## config.mk

```make
export PLATFORM = sky130hd
export DESIGN_NAME = crc7_32_dec_arb
export DESIGN_NICKNAME = d
export VERILOG_FILES = /design/src/rtl/crc7_32_dec_arb.sv
export SDC_FILE = /design/constraint.sdc
export NUM_CORES = 1
export LEC_CHECK = 0
export ABC_AREA = 1
export BUFFER_PORTS_ARGS = -buffer_cell sky130_fd_sc_hd__buf_2
export CORE_AREA = 2 2 115 117
export CTS_CLUSTER_DIAMETER = 120
export DETAILED_ROUTE_END_ITERATION = 8
export DIE_AREA = 0 0 117 119
export PLACE_DENSITY_LB_ADDON = 0.2
export SYNTH_ARGS = -nofsm -noshare
export SYNTH_HDL_FRONTEND = slang
export SYNTH_SLANG_ARGS = --single-unit
```

## constraint.sdc

```tcl
create_clock -name clk -period 2 [get_ports clk]
set_input_delay 0.2 -clock clk [delete_from_list [all_inputs] [get_ports clk]]
set_output_delay 0.2 -clock clk [all_outputs]
set_load 0.02 [all_outputs]
```

## src/rtl/crc7_32_dec_arb.sv

```systemverilog
// crc7_32_dec_arb: round-robin scheduler sharing one 2-stage CRC-7/32 decoder among N_REQ requesters.
// Latency: a codeword accepted at edge T returns on rsp_* in the cycle after edge T+1 (non-stalled edges only); 1/cycle throughput.
// Backpressure: stall freezes grants, pointer, tags and decoder; the response side has no backpressure.
//
// Ports:
//   clk, reset_n         clock, asynchronous active-low reset
//   stall                freezes arbitration and the decoder pipeline
//   req_valid/req_code   per-requester codeword offer (requester i at req_code[39*i +: 39])
//   req_ready            one-hot accept for the round-robin winner
//   dec_enable/dec_code  drive the shared decoder; a zero codeword is a bubble
//   dec_data/dec_haserr  decoder results, passed straight through to rsp_data/rsp_err
//   rsp_valid/rsp_id     tagged response strobe
//   cnt_clr/err_sel/err_cnt  per-requester error counters, built only with CRC_ARB_ERRCNT_EN
//
// Build option: define CRC_ARB_ERRCNT_EN to build saturating 16-bit error counters per requester.
// Without it err_cnt is tied to 0 and cnt_clr/err_sel are ignored.

module crc7_32_dec_arb #(
    parameter int N_REQ = 4,
    parameter int IDW   = 2
) (
    input  logic                 clk,
    input  logic                 reset_n,
    input  logic                 stall,
    input  logic [N_REQ-1:0]     req_valid,
    input  logic [N_REQ*39-1:0]  req_code,
    output logic [N_REQ-1:0]     req_ready,
    output logic                 dec_enable,
    output logic [38:0]          dec_code,
    input  logic [31:0]          dec_data,
    input  logic                 dec_haserr,
    output logic                 rsp_valid,
    output logic [IDW-1:0]       rsp_id,
    output logic [31:0]          rsp_data,
    output logic                 rsp_err,
    input  logic                 cnt_clr,
    input  logic [IDW-1:0]       err_sel,
    output logic [15:0]          err_cnt
);

    // Round-robin pointer and the two tag stages that shadow the decoder pipeline
    logic [IDW-1:0] ptr_q, ptr_d;
    logic           s1_vld_q, s1_vld_d;
    logic [IDW-1:0] s1_id_q, s1_id_d;
    logic           s2_vld_q, s2_vld_d;
    logic [IDW-1:0] s2_id_q, s2_id_d;

    logic           win_found;
    logic [IDW-1:0] win_id;
    logic           xfer;

    // Scan from ptr upward with wrap; first valid requester wins
    always_comb begin
        int idx;
        win_found = 1'b0;
        win_id    = '0;
        idx       = 0;
        for (int k = 0; k < N_REQ; k++) begin
            idx = int'(ptr_q) + k;
            if (idx >= N_REQ) begin
                idx = idx - N_REQ;
            end
            if (!win_found && req_valid[idx]) begin
                win_found = 1'b1;
                win_id    = IDW'(idx);
            end
        end
    end

    // Grants are also suppressed while reset is held so req_ready drops immediately
    assign xfer       = win_found & ~stall & reset_n;
    assign dec_enable = ~stall;

    always_comb begin
        req_ready = '0;
        if (xfer) begin
            req_ready[win_id] = 1'b1;
        end
    end

    // Non-transfer cycles feed a zero codeword, which decodes with zero syndrome
    assign dec_code = xfer ? req_code[int'(win_id)*39 +: 39] : 39'h0;

    always_comb begin
        ptr_d    = ptr_q;
        s1_vld_d = s1_vld_q;
        s1_id_d  = s1_id_q;
        s2_vld_d = s2_vld_q;
        s2_id_d  = s2_id_q;
        if (xfer) begin
            ptr_d = (int'(win_id) == N_REQ - 1) ? '0 : win_id + 1'b1;
        end
        if (!stall) begin
            s1_vld_d = xfer;
            s1_id_d  = xfer ? win_id : '0;
            s2_vld_d = s1_vld_q;
            s2_id_d  = s1_id_q;
        end
    end

    always_ff @(posedge clk or negedge reset_n) begin
        if (!reset_n) begin
            ptr_q    <= '0;
            s1_vld_q <= 1'b0;
            s1_id_q  <= '0;
            s2_vld_q <= 1'b0;
            s2_id_q  <= '0;
        end else begin
            ptr_q    <= ptr_d;
            s1_vld_q <= s1_vld_d;
            s1_id_q  <= s1_id_d;
            s2_vld_q <= s2_vld_d;
            s2_id_q  <= s2_id_d;
        end
    end

    // A stalled cycle hides the held response; it reappears once stall drops
    assign rsp_valid = s2_vld_q & ~stall;
    assign rsp_id    = s2_id_q;
    assign rsp_data  = dec_data;
    assign rsp_err   = dec_haserr;

`ifdef CRC_ARB_ERRCNT_EN
    logic [15:0] cnt_q [N_REQ];
    logic [15:0] cnt_d [N_REQ];

    // Clear beats a same-cycle increment; counts saturate at all-ones
    always_comb begin
        for (int i = 0; i < N_REQ; i++) begin
            cnt_d[i] = cnt_q[i];
            if (cnt_clr) begin
                cnt_d[i] = 16'h0;
            end else if (rsp_valid && rsp_err && (int'(rsp_id) == i) && (cnt_q[i] != 16'hFFFF)) begin
                cnt_d[i] = cnt_q[i] + 16'h1;
            end
        end
    end

    always_ff @(posedge clk or negedge reset_n) begin
        if (!reset_n) begin
            for (int i = 0; i < N_REQ; i++) begin
                cnt_q[i] <= 16'h0;
            end
        end else begin
            for (int i = 0; i < N_REQ; i++) begin
                cnt_q[i] <= cnt_d[i];
            end
        end
    end

    always_comb begin
        err_cnt = 16'h0;
        for (int i = 0; i < N_REQ; i++) begin
            if (int'(err_sel) == i) begin
                err_cnt = cnt_q[i];
            end
        end
    end
`else
    assign err_cnt = 16'h0;
    logic unused_ok;
    assign unused_ok = ^{cnt_clr, err_sel};
`endif

endmodule

```

==> summary.txt <==
Maximum clock path buffer count: 2
Top post-synthesis cells by area: inv_1 (20%), nand4_1 (15%), nand2_1 (13%)
RD Place Congestion: 0.842
Clock sinks: 8
Detailed-route via count: 4528
CP Buf/Inv Count: 6
# Max-Cap Violations: 0
Total grt overflow: 0
Delay-heaviest family, CP: simple AND/OR/NAND/NOR gates
Worst setup SP type: flop
Via density: 4.57
Multi-input logic area: 2230 sq um
WS Path Type: reg2out
Min Tclk post-route: 2470 ps
Distinct cells, synth: 22
Utilization after layout: 41.7%
DR WL/cell: 14.7 microns
Maximum VDD drop: 0.924 mV
CP max stage delay: 430 ps
Die area: 13900 sq um
Die Y: 119 microns
Top-area cell type share of the netlist area: 19.7%
Status: complete, but fails checks
H-tree levels: 1
Register area share after synthesis: 6.14%
Post-DP HPWL: 9.73 mm
Crit end category: output port
CP required: 1800 ps
IO buf count: 209
Total design power: 0.0112 W
Met2 Use GR: 31.7%
GRT met3 Usage: 3.56%
PwrDens: 2080 nW/um^2
Critical path, cell by cell: buf_6 > nand2_1 > nand2_2 > nand2_2 > nand2_2 > nor2_4 > nand3_4 > nand3_4 > buf_12 > buf_6 > inv_2 > ha_1 > inv_2 > nor2_4 > buf_4
Clock Latency Late Sink: 230 ps
Die Wd: 117 microns
Clk slew on worst S/H paths: 40 ps
Critical path arrival: 2270 ps
Initial antenna violation count: 1
Most common cell on crit path: nand2_2
Critical Path Slowest Stage Cell: dfrtp_2
Avg Cell Area, Syn: 5.19 sq um
CTS tree: built
Largest net degree at the start of global routing: 79
GRT Overall Usage: 17.7%
Post-route ant nets: 0
Setup WS post-layout: -470 ps
Hold slack final: 265 ps
Worst min-delay path category: in2reg
Vias in the first global route: 4138
DR iter-0 viols: 264
Filler instances: 1441
Detailed Route WL: 14.6 mm
Initial Utilization: 25.3%
# DRC: 0
Final setup fails: 44
Synth Instances: 628
Core area: 12900 sq um
First-pass GRT wire length: 20.1 mm
Met1 usage: 22.5%
#FFs+latches synth: 8
Final setup TNS: -17900 ps
Synth area leader: inv_1
Pre-CTS setup slack: -322 ps
Site Rows: 42
First-pass DRT Iterations: 4
Nets: 1018
Unrepaired setup endpoints after global routing: yes
Hold Violations, Final: 0
Share of cells above drive strength 1: 46.0%
Max Slew Vio Count: 0
Mapped cell area: 3260 sq um
Storage cell area: 203 sq um
Busiest grt layer: met2
IO Pins: 295
Failing checks: setup timing
Final Skew: 2.23 ps
Fin crit share: 123%
Pleak: 3.23 nW
Num CTS Buffers: 3
Highest clock rate: 0.405 GHz
Crit Path Max Fanout: 8
Area grow syn2layout: 64.9%
Root Driver: clkbuf_16
Yosys warns: 0
## through the flow
step                      instances  cell area, sq um
after floorplan                 643              3460
after global placement          968              4480
after detailed placement        968              4480
after CTS                       974              4760
after global routing            989              5370
final                           990              5370
## synth_stat cells, drive strengths merged
library cell	count
buf	87
dfrtp	8
o22ai	2
ha	4
a21oi	40
nand2	121
conb	1
nand3	88
clkbuf	8
inv	176
nand4	79
nor2	7
o21ai	7
## layout by cell type (no fill, tap or decap), drive strengths merged
cell type and n:
o22ai 2, ha 4, a21oi 40, diode 1
clkbuf 11, buf 252, dfrtp 8, o21ai 7
nor2 7, dlygate4sd3 1, bufbuf 1, conb 16
nand4 79, inv 176, nand3 88, nand2 121
## routing by layer
layer | vias to the layer above | part of all wire, %
li1 | 2285 | -
met1 | 2044 | 42
met2 | 189 | 50
met3 | 8 | 8.0
met4 | 2 | 0.47
met5 | - | 0.089
## flip-flops by register name (all words and copies together), names as in the netlist
| register | flops |
|---|---|
| ptr_q | 2 |
| rsp_id | 2 |
| s1_id_q | 2 |
| s1_vld_q | 1 |
| s2_vld_q | 1 |
## path summary, 6_finish.rpt
check	from	endpoint	slack, ps	cells past startpoint
max in group asynchronous	reset_n	ptr_q[1]$_DFFE_PN0P_	1400	2
hold / removal	stall	s2_vld_q$_DFFE_PN0N_	270	2
setup reg to reg	ptr_q[0]$_DFFE_PN0P_	ptr_q[1]$_DFFE_PN0P_	-150	14
hold reg to reg	rsp_id[1]$_DFFE_PN0N_	rsp_id[1]$_DFFE_PN0N_	480	2
min in group asynchronous	reset_n	s1_id_q[1]$_DFFE_PN0N_	390	2
setup / recovery	ptr_q[0]$_DFFE_PN0P_	req_ready[3]	-470	15
## report_power, final
| group | leakage, nW | internal (W) | switching (W) |
|---|---|---|---|
| clock | 0.0370 | 0.000257 | 0.0000748 |
| sequential | 0.0987 | 0.000225 | 0.0000463 |
| combinational | 3.09 | 0.00454 | 0.00601 |
| total | 3.23 | 0.00502 | 0.00614 |
## cell families (layout without fill, tap and decap cells)
logic type / after synthesis / after routing / synth area share, %
other cells: 1 / 17 / 0.115
buf+inv: 271 / 441 / 39.0
compound gates: 49 / 49 / 7.60
flops: 8 / 8 / 6.14
simple gates: 295 / 295 / 45.6
fa+ha+maj: 4 / 4 / 1.54
## cell type report
class                      instances  area share, %
multi-input combinational        364           41.4
timing repair buffer             262           36.7
inverter                         176           12.5
tap                              176           4.10
sequential                         8           3.77
clock buffer                       3           1.40
antenna                            1         0.0466
## what timing repair did
item	CTS	global route
hold buffers	1	0
gates resized for setup	52	94
cloned	1	9
endpoints found under the setup margin	44	48
pin swaps	5	26
hold endpoints to repair	8	0
buffers inserted	1	7
Power figures use the tool's default switching activity.
